File: config.mk
export PLATFORM = sky130hd
export DESIGN_NAME = sterm_predictor_flat
export DESIGN_NICKNAME = d
export VERILOG_FILES = /design/src/rtl/sterm_pkg.sv /design/src/rtl/sterm_predictor_if.sv /design/src/rtl/sterm_bank_entry.sv /design/src/rtl/sterm_predictor.sv /design/src/flat_wrapper.sv
export SDC_FILE = /design/constraint.sdc
export NUM_CORES = 1
export LEC_CHECK = 0
export CAP_MARGIN = 20
export CORE_UTILIZATION = 53
export CTS_BUF_LIST = sky130_fd_sc_hd__clkbuf_2
export DETAILED_ROUTE_END_ITERATION = 8
export PLACE_DENSITY_LB_ADDON = 0.1
export SLEW_MARGIN = 20
export SYNTH_ARGS = -nofsm -noshare
export SYNTH_HDL_FRONTEND = slang
export SYNTH_SLANG_ARGS = --single-unit
File: constraint.sdc
create_clock -name CLK -period 2.95 [get_ports CLK]
set_input_delay 0.59 -clock CLK [delete_from_list [all_inputs] [get_ports CLK]]
set_output_delay 0.59 -clock CLK [all_outputs]
set_load 0.02 [all_outputs]
File: src/rtl/sterm_pkg.sv
// Shared definitions for the STERM predictor: command codes, guard states,
// chip-select decode and address-field extraction.
package sterm_pkg;

  localparam logic [2:0] CMD_NOP    = 3'd0;
  localparam logic [2:0] CMD_ACT    = 3'd1;
  localparam logic [2:0] CMD_RD     = 3'd2;
  localparam logic [2:0] CMD_WR     = 3'd3;
  localparam logic [2:0] CMD_PRE    = 3'd4;
  localparam logic [2:0] CMD_PREALL = 3'd5;
  localparam logic [2:0] CMD_REF    = 3'd6;

  typedef enum logic {
    GUARD_IDLE = 1'b0,
    GUARD_DONE = 1'b1
  } guard_state_e;

  // a holds A[31:2]; RAM is the bottom 1 GiB, ROM the 0x4xxx_xxxx window.
  function automatic logic cs_decode(input logic [2:0] fc, input logic [29:0] a);
    return fc[2] & ~fc[0] & ((a[29:28] == 2'b00) | (a[29:26] == 4'h4));
  endfunction

  function automatic logic [31:0] field_get(input logic [29:0] a, input int lsb, input int w);
    logic [31:0] full_addr;
    full_addr = {a, 2'b00};
    return (full_addr >> lsb) & ((32'd1 << w) - 32'd1);
  endfunction

  function automatic logic [31:0] col_of(input logic [29:0] a, input int col_lsb, input int col_w);
    return field_get(a, col_lsb, col_w);
  endfunction

  function automatic logic [31:0] row_of(input logic [29:0] a, input int col_lsb, input int col_w,
                                         input int row_w);
    return field_get(a, col_lsb + col_w, row_w);
  endfunction

  function automatic logic [31:0] bank_of(input logic [29:0] a, input int col_lsb, input int col_w,
                                          input int row_w, input int bank_w);
    return field_get(a, col_lsb + col_w + row_w, bank_w);
  endfunction

endpackage

File: src/rtl/sterm_predictor_if.sv
// 68030-side bus bundle of the STERM predictor, plus controller command and status.
interface sterm_predictor_if #(
  parameter int NBANK = 4,
  parameter int CNT_W = 16
);
  logic [2:0]       FC;
  logic [29:0]      A;
  logic             nAS;
  logic [2:0]       CMD;
  logic             STERM;
  logic             nSTERM;
  logic [NBANK-1:0] OPEN;
  logic [CNT_W-1:0] HITCNT;

  modport master (
    output FC, A, nAS, CMD, STERM,
    input  nSTERM, OPEN, HITCNT
  );

  modport slave (
    input  FC, A, nAS, CMD, STERM,
    output nSTERM, OPEN, HITCNT
  );
endinterface

File: src/rtl/sterm_bank_entry.sv
// One tracked DRAM bank: open row, predicted next column, and the match
// against the current access.
module sterm_bank_entry
  import sterm_pkg::*;
#(
  parameter int COL_W = 9,
  parameter int ROW_W = 13
) (
  input  logic             clk_i,
  input  logic             rst_i,
  input  logic             sel_i,
  input  logic [2:0]       cmd_i,
  input  logic [ROW_W-1:0] ar_i,
  input  logic [COL_W-1:0] ac_i,
  output logic             open_o,
  output logic             match_o
);

  logic             v_q, v_d;
  logic             ncv_q, ncv_d;
  logic [ROW_W-1:0] row_q, row_d;
  logic [COL_W-1:0] nc_q, nc_d;
  logic             row_hit_s;

  assign row_hit_s = v_q & (row_q == ar_i);

  always_comb begin
    v_d   = v_q;
    ncv_d = ncv_q;
    row_d = row_q;
    nc_d  = nc_q;
    case (cmd_i)
      CMD_ACT: begin
        if (sel_i) begin
          v_d   = 1'b1;
          row_d = ar_i;
          nc_d  = ac_i + COL_W'(1'b1);
          ncv_d = ~&ac_i;
        end else begin
          v_d = v_q;
        end
      end
      CMD_RD, CMD_WR: begin
        // The last column never predicts; the next ACT or RD/WR re-arms.
        if (sel_i && row_hit_s) begin
          nc_d  = ac_i + COL_W'(1'b1);
          ncv_d = ~&ac_i;
        end else begin
          nc_d = nc_q;
        end
      end
      CMD_PRE: begin
        if (sel_i) begin
          v_d   = 1'b0;
          ncv_d = 1'b0;
        end else begin
          v_d = v_q;
        end
      end
      CMD_PREALL, CMD_REF: begin
        v_d   = 1'b0;
        ncv_d = 1'b0;
      end
      default: begin
        v_d = v_q;
      end
    endcase
  end

  always_ff @(posedge clk_i) begin
    if (rst_i) begin
      v_q   <= 1'b0;
      ncv_q <= 1'b0;
      row_q <= '0;
      nc_q  <= '0;
    end else begin
      v_q   <= v_d;
      ncv_q <= ncv_d;
      row_q <= row_d;
      nc_q  <= nc_d;
    end
  end

  assign open_o  = v_q;
  assign match_o = row_hit_s & ncv_q & (nc_q == ac_i);

endmodule

File: src/rtl/sterm_predictor.sv
// Multi-bank early-termination predictor for 68030 RAM/ROM accesses, with a
// one-shot-per-bus-cycle guard and optional registered nSTERM.
module sterm_predictor
  import sterm_pkg::*;
#(
  parameter int NBANK   = 4,
  parameter int COL_W   = 9,
  parameter int ROW_W   = 13,
  parameter int COL_LSB = 2,
  parameter int PIPE    = 0,
  parameter int CNT_W   = 16
) (
  input logic              CLK,
  input logic              RST,
  sterm_predictor_if.slave bus
);

  localparam int BANK_W = $clog2(NBANK);

  logic [COL_W-1:0]  ac_s;
  logic [ROW_W-1:0]  ar_s;
  logic [BANK_W-1:0] bank_s;
  logic [NBANK-1:0]  open_s;
  logic [NBANK-1:0]  match_s;
  logic              cs_s;
  logic              hit_s;
  logic              pred_s;
  logic              pred_out_s;
  logic              term_s;
  guard_state_e      state_q;
  logic [CNT_W-1:0]  hitcnt_q;

  assign ac_s   = COL_W'(col_of(bus.A, COL_LSB, COL_W));
  assign ar_s   = ROW_W'(row_of(bus.A, COL_LSB, COL_W, ROW_W));
  assign bank_s = BANK_W'(bank_of(bus.A, COL_LSB, COL_W, ROW_W, BANK_W));

  for (genvar g = 0; g < NBANK; g++) begin : g_bank
    sterm_bank_entry #(
      .COL_W (COL_W),
      .ROW_W (ROW_W)
    ) u_entry (
      .clk_i   (CLK),
      .rst_i   (RST),
      .sel_i   (bank_s == BANK_W'(g)),
      .cmd_i   (bus.CMD),
      .ar_i    (ar_s),
      .ac_i    (ac_s),
      .open_o  (open_s[g]),
      .match_o (match_s[g])
    );
  end

  assign cs_s   = cs_decode(bus.FC, bus.A);
  assign hit_s  = cs_s & ~bus.nAS & match_s[bank_s];
  assign pred_s = hit_s & (state_q == GUARD_IDLE);

  if (PIPE != 0) begin : g_pipe
    logic pred_q;

    // Delays the prediction by one clock; reset drops a pending term.
    always_ff @(posedge CLK) begin
      if (RST) begin
        pred_q <= 1'b0;
      end else begin
        pred_q <= pred_s;
      end
    end

    assign pred_out_s = pred_q;
  end else begin : g_comb
    assign pred_out_s = pred_s;
  end

  assign term_s = (PIPE != 0) ? pred_out_s : hit_s;

  // Guard: at most one predicted term per bus cycle; each issue is counted.
  always_ff @(posedge CLK) begin
    if (RST) begin
      state_q  <= GUARD_IDLE;
      hitcnt_q <= '0;
    end else begin
      case (state_q)
        GUARD_IDLE: begin
          if (term_s && !bus.nAS) begin
            state_q <= GUARD_DONE;
            if (!(&hitcnt_q)) begin
              hitcnt_q <= hitcnt_q + CNT_W'(1'b1);
            end
          end
        end
        GUARD_DONE: begin
          if (bus.nAS) begin
            state_q <= GUARD_IDLE;
          end
        end
        default: begin
          state_q <= GUARD_IDLE;
        end
      endcase
    end
  end

  assign bus.nSTERM = ~(bus.STERM | pred_out_s);
  assign bus.OPEN   = open_s;
  assign bus.HITCNT = hitcnt_q;

endmodule
File: src/flat_wrapper.sv
// flat-port wrapper written by rule: the top's interface ports become plain ports
module sterm_predictor_flat import sterm_pkg::*;
#(
  parameter int NBANK   = 4,
  parameter int COL_W   = 9,
  parameter int ROW_W   = 13,
  parameter int COL_LSB = 2,
  parameter int PIPE    = 0,
  parameter int CNT_W   = 16
)
  (CLK, RST, bus_FC, bus_A, bus_nAS, bus_CMD, bus_STERM, bus_nSTERM, bus_OPEN, bus_HITCNT);
  sterm_predictor_if #(.NBANK(NBANK), .CNT_W(CNT_W)) bus_i ();
  input logic CLK;
  input logic RST;
  input wire logic [$bits(bus_i.FC)-1:0] bus_FC;
  input wire logic [$bits(bus_i.A)-1:0] bus_A;
  input wire logic [$bits(bus_i.nAS)-1:0] bus_nAS;
  input wire logic [$bits(bus_i.CMD)-1:0] bus_CMD;
  input wire logic [$bits(bus_i.STERM)-1:0] bus_STERM;
  output wire logic [$bits(bus_i.nSTERM)-1:0] bus_nSTERM;
  output wire logic [$bits(bus_i.OPEN)-1:0] bus_OPEN;
  output wire logic [$bits(bus_i.HITCNT)-1:0] bus_HITCNT;
  assign bus_i.FC = bus_FC;
  assign bus_i.A = bus_A;
  assign bus_i.nAS = bus_nAS;
  assign bus_i.CMD = bus_CMD;
  assign bus_i.STERM = bus_STERM;
  assign bus_nSTERM = bus_i.nSTERM;
  assign bus_OPEN = bus_i.OPEN;
  assign bus_HITCNT = bus_i.HITCNT;
  sterm_predictor #(.NBANK(NBANK), .COL_W(COL_W), .ROW_W(ROW_W), .COL_LSB(COL_LSB), .PIPE(PIPE), .CNT_W(CNT_W)) u_core (.CLK(CLK), .RST(RST), .bus(bus_i));
endmodule
### Yosys cells after proc, flatten, opt, wreduce, memory -nomap -nowiden

Index checks and enable logic that the tools add are counted.

* register bits: 113
* latch bits: 0
* bits in writable memories: 0
* ROM bits: 0
* memories: 0

* add/sub/neg operators: 2
* multiply operators: 0
* divide/modulo/power cells: 0
* order comparisons: 1
* eq/ne operators: 30
* shift operators: 0
* multiplexer cells: 41
* bitwise operators: 24
* reduce and logical (&&, ||, !) cells: 33

Operators by type and width (count)
* $mux W9: 8
* $pmux W9 S2: 4
* $eq A13 B13 Y1: 4
* $eq A9 B9 Y1: 4
* $reduce_and A3 Y1: 9
* $ne A2 B2 Y1 const B: 12
* $mux W1: 19
* $and A1 B1 Y1: 17
* $add A16 B1 Y16 const B: 1
* $pmux W1 S4: 4
* $reduce_and A16 Y1: 1
* $reduce_and A4 Y1: 4
* $pmux W1 S3: 4
* $add A9 B1 Y9 const B: 1
* $eq A3 B3 Y1 const B: 3
* $reduce_and A9 Y1: 1
* $reduce_and A2 Y1: 4
* $eq A3 B2 Y1 const B: 2
* $logic_and A1 B1 Y1: 5
* $not A1 Y1: 5
* $eq A2 B2 Y1 const B: 2
* $eq A4 B3 Y1 const B: 1
* $logic_not A2 Y1: 2
* $reduce_bool A4 Y1: 1
* other kinds (10): 13

### Depth between registers and ports, before layout

* depth after elaboration: 10
* depth in mapped cells: 11
* mapped depth without buffers: 7

### Cells and area by module

Synthesis repeated with hierarchy kept, for this count alone.

* cells, all modules: 818
* area total of the unflattened synthesis: 6640.1 um^2

By module, submodules not included
* sterm_bank_entry: instances 4, cells an instance 174, area each 1383.8 um^2, sequential area each 480.5 um^2
* sterm_predictor: instances 1, cells an instance 122, area each 1104.8 um^2, sequential area each 340.3 um^2

### Least setup slack after synthesis

No wires, ideal clock.

* path kind: in2out
* from: in bus_A[0]
* to: out bus_nSTERM
* arrival: 2611 ps
* required time: 2360 ps
* slack: -251 ps
* stages: 10
* path buffers: 4
* path through: clkbuf_1 -> xnor2_1 -> nand4_1 -> nor4_1 -> a21oi_1 -> or4_1 -> buf_2 -> buf_6 -> clkbuf_1 -> nor2b_1

* cells in the longest elaborated chain, start to end: 8
* elaborated cells between the ends (all ways): 14
* classes of those cells: eq/ne: 4; mux: 2; bitwise: 8

Ends and longest elaborated chain
* start: declaration: line flat_wrapper.sv:16 `input wire logic [$bits(bus_i.A)-1:0] bus_A;`
* $eq A9 B9 Y1: line sterm_bank_entry.sv:85 `assign match_o = row_hit_s & ncv_q & (nc_q == ac_i);`
* $and A1 B1 Y1: line sterm_bank_entry.sv:85
* $bmux W1 S2 *: line sterm_predictor.sv:54 `assign hit_s = cs_s & ~bus.nAS & match_s[bank_s];`
* $mux W1 (not written as such) *: line sterm_predictor.sv:54
* $and A1 B1 Y1 *: line sterm_predictor.sv:54
* $and A1 B1 Y1 *: line sterm_predictor.sv:55 `assign pred_s = hit_s & (state_q == GUARD_IDLE);`
* $or A1 B1 Y1 *: line sterm_predictor.sv:103 `assign bus.nSTERM = ~(bus.STERM | pred_out_s);`
* $not A1 Y1 *: line sterm_predictor.sv:103
* end: declaration: line flat_wrapper.sv:20 `output wire logic [$bits(bus_i.nSTERM)-1:0] bus_nSTERM;`

Mark *: on every way between the ends. The rest lies on a longest branch, timed or not. The select of a mux whose other input is x is not followed.

### Worst setup path in the final report

* from: in bus_A[4]
* to: out bus_nSTERM

Same word-level chain as after synthesis.

==> insert_results.sql <==
INSERT INTO impl_metrics (metric_group, metric, value, unit) VALUES
('worst_setup_path', 'timing.rr.end', 'u_core.bus.HITCNT[13]', ''),
('yosys', 'synth_sequential_area_ratio', '39.59', '%'),
('drt', 'met3_length', '1.017', 'mm'),
('worst_setup_path', 'r2r.worst_path.cells', '8', ''),
('sta', 'setup_viol_count_final', '1', ''),
('cells_and_area', 'proportion_of_layout_cells_with_a_drive_suffix_above_1', '19.08', '%'),
('run_status', 'violations_in_the_final_reports', 'setup timing', ''),
('power', 'leakagePower', '0.002448', 'uW'),
('power', 'power_per_cell_area', '438.3', 'nW/um2'),
('sta', 'timing_max_transition_violations_final', '0', ''),
('floorplan', 'die_outline_height', '105.8', 'um'),
('floorplan', 'core.rowCount', '37', ''),
('drt', 'routed_via_density', '5.557', ''),
('hold_path', 'min_delay_path_depth', '2', ''),
('worst_setup_path', 'timing.critical_path.arrival', '2.74', 'ns'),
('yosys', 'synth-main-ff-cell', 'dfxtp_1', ''),
('cts', 'cts.reportedPaths.clkPinSlew', '0.16', 'ns'),
('floorplan', 'io_pins', '61', ''),
('yosys', 'synth.yosys.warnings', '0', ''),
('cts', 'clock_latency_late_sink', '0.70', 'ns'),
('global_routing', 'grt_antenna_before_repair', '0', ''),
('hold_path', 'timing.hold.worst.class', 'in -> reg', ''),
('drt', 'met2_length', '6.884', 'mm'),
('worst_setup_path', 'critPathRequiredTime', '2.36', 'ns'),
('run_status', 'result_of_the_run', 'complete, but fails checks', ''),
('sta', 'final_critical_path_setup_slack', '-0.3840', 'ns'),
('yosys', 'synth_edf_count', '0', ''),
('drt', 'drc_errors', '0', ''),
('cells_and_area', 'final_cell_count_no_fill', '938', ''),
('power', 'p_sw', '802.8', 'uW'),
('drt', 'detailedRoute.firstIterationViolations', '360', ''),
('global_routing', 'grt_use_total', '27.85', '%'),
('sta', 'max-slew-margin-rel', '62.09', '%'),
('worst_setup_path', 'worstPathMaxFanout', '3', ''),
('floorplan', 'floorplan.core_area', '10370', 'um2'),
('sta', 'layout_worst_path_cycle_share', '113.0', '%'),
('sta', 'fin_worst_skew', '0.01531', 'ns'),
('worst_setup_path', 'crit_path_cell_trace', 'clkdlybuf4s50_1, buf_4, xnor2_1, nand4_1, nor2_1, a41oi_2, or4_4, nor2b_4, buf_6', ''),
('worst_setup_path', 'reg2reg_setup_slack', '0.21', 'ns'),
('sta', 'clock.fmax', '299.9', 'MHz'),
('cts', 'clock_sink_count', '113', ''),
('cts', 'tritoncts.num_buffers', '17', ''),
('worst_setup_path', 'worst_path_dominant_cell_family', 'simple AND/OR/NAND/NOR gates', ''),
('worst_setup_path', 'timing.critical_path.buf_inv', '3', ''),
('worst_setup_path', 'worst_setup_path_start_kind', 'input port', ''),
('global_routing', 'grt-ovfl-total', '0', ''),
('drt', 'postRouteWirelength', '14.78', 'mm'),
('sta', 'tightestPinTransition', '0.5672', 'ns'),
('placed_design', 'pre_cts_slack', '-0.9860', 'ns'),
('worst_setup_path', 'critPathKind', 'in -> out', ''),
('drt', 'met1Wirelength', '6.655', 'mm'),
('worst_setup_path', 'critical_path.endpoint', 'bus_nSTERM', ''),
('cells_and_area', 'synthToLayoutAreaGrowth', '27.06', '%'),
('worst_setup_path', 'critical_path.slowest_cell', 'or4_4', ''),
('placed_design', 'post-place-cells', '899', ''),
('yosys', 'synth_fp_nets', '742', ''),
('worst_setup_path', 'critical_path_launch_point', 'bus_A[4]', ''),
('sta', 'grt_setup_unrepaired', 'true', ''),
('cells_and_area', 'nets', '832', ''),
('cts', 'htree_num_levels', '4', ''),
('floorplan', 'initial_core_util', '55.10', '%'),
('placed_design', 'hpwl', '10.53', 'mm'),
('placed_design', 'buffer_ports.inserted', '57', ''),
('yosys', 'synth_seq_cells', '113', ''),
('power', 'vdd.ir_drop.worst', '0.0003096', 'V'),
('yosys', 'syn-cell-area', '5714', 'um2'),
('drt', 'topRoutingLayerUsed', 'met4', ''),
('yosys', 'synth.distinct_cells', '38', ''),
('cts', 'max_root_sink_buffers', '2', ''),
('placed_design', 'gp_congestion', '0.9042', ''),
('run', 'max_cap_violations', '0', '');
## kinds of logic after synthesis
family / share of synthesized area [%]
fa+ha+maj: 0.6570
xor+xnor: 14.41
mux: 6.131
flops: 39.59
compound gates: 12.15
simple gates: 21.79
buf+inv: 5.277
## synthesized netlist by cell type (6+ instances only)
library cell	count	area share (%)
or4_1	14	1.8
xnor2_1	91	14
nor2_1	57	3.7
a21oi_1	85	7.4
nand3_1	10	0.88
dfxtp_1	113	40
nand2b_1	7	0.77
clkbuf_1	37	2.4
o31ai_1	13	1.7
nand4_1	22	2.4
nor3_1	6	0.53
nand2_1	125	8.2
buf_4	7	0.92
buf_2	10	0.88
o21ai_0	11	0.96
mux2i_1	35	6.1
## layer usage
layer | global-route usage [%] | vias to the layer above
met5 | 0 | -
met4 | 10.62 | 0
met3 | 7.545 | 21
met2 | 43.37 | 157
met1 | 36.71 | 2465
li1 | - | 2569
## power by group through the flow
stage | Combinational (uW) | Sequential, uW | Clock, uW
6_report | 406 | 1570 | 1210
2_1_floorplan | 237 | 1590 | 0
3_3_place_gp | 381 | 1600 | 0
4_1_cts | 396 | 1570 | 1240
3_5_place_dp | 386 | 1600 | 0
5_1_grt | 436 | 1570 | 1310
## sequential cells by signal, indices dropped and copies added (netlist names)
name,cells
u_core.state_q,1
u_core.g_bank.u_entry.row_q,52
u_core.g_bank.u_entry.nc_q,36
u_core.g_bank.u_entry.ncv_q,4
u_core.g_bank.u_entry.open_o,4
u_core.bus.HITCNT,16
## stage by stage
stage | TNS (ns) | area (um2) | hold WS, ns
6_report | -0.3840 | 7261 | 0.2931
5_1_grt | -0.4725 | 7261 | 0.2726
3_5_place_dp | -12.25 | 6763 | 0.4621
4_1_cts | -0.4640 | 7168 | 0.2678
3_3_place_gp | -12.31 | 6763 | 0.4547
2_1_floorplan | -0.1003 | 5812 | 0.4479
## final cells by class
cell class,instances,area [um2]
Clock buffer,18,90.09
Clock inverter,14,193.9
Fill cell,838,3109
Inverter,3,11.26
Multi-Input combinational cell,522,3322
Sequential cell,113,2285
Tap cell,136,170.2
Timing Repair Buffer,132,1189
## worst min-delay path by stage
stage / end / start
6_report: u_core.g_bank[3].u_entry.nc_q[8] / RST
5_1_grt: u_core.g_bank[3].u_entry.nc_q[8] / RST
4_1_cts: u_core.g_bank[1].u_entry.nc_q[2] / RST
3_5_place_dp: u_core.g_bank[3].u_entry.row_q[12] / u_core.g_bank[3].u_entry.row_q[12]
3_3_place_gp: u_core.g_bank[0].u_entry.row_q[12] / u_core.g_bank[0].u_entry.row_q[12]
2_1_floorplan: u_core.g_bank[1].u_entry.ncv_q / u_core.g_bank[1].u_entry.ncv_q
## timing repair
action                                  CTS  global route
hold buffers                              0             0
pin swaps                                12            10
buffers inserted                          6             1
resized for setup                        38            23
endpoints found under the setup margin    1             2
gates cloned                              0             0
## cell usage in the layout, fill, tap and decap left out, types with 4 or more instances in the layout
| master | n |
|---|---|
| a211oi_1 | 4 |
| a21oi_1 | 85 |
| buf_12 | 4 |
| buf_4 | 66 |
| buf_6 | 7 |
| bufinv_16 | 5 |
| clkbuf_2 | 18 |
| clkdlybuf4s50_1 | 42 |
| clkinv_2 | 5 |
| dfxtp_1 | 95 |
| dfxtp_2 | 18 |
| dlygate4sd2_1 | 13 |
| mux2i_1 | 35 |
| nand2_1 | 125 |
| nand2b_1 | 7 |
| nand3_1 | 10 |
| nand4_1 | 22 |
| nor2_1 | 57 |
| nor3_1 | 5 |
| nor4_2 | 5 |
| o21ai_0 | 11 |
| o31ai_1 | 13 |
| or4_1 | 13 |
| xnor2_1 | 76 |
| xnor2_2 | 15 |
(Power assumes the default switching activity.)
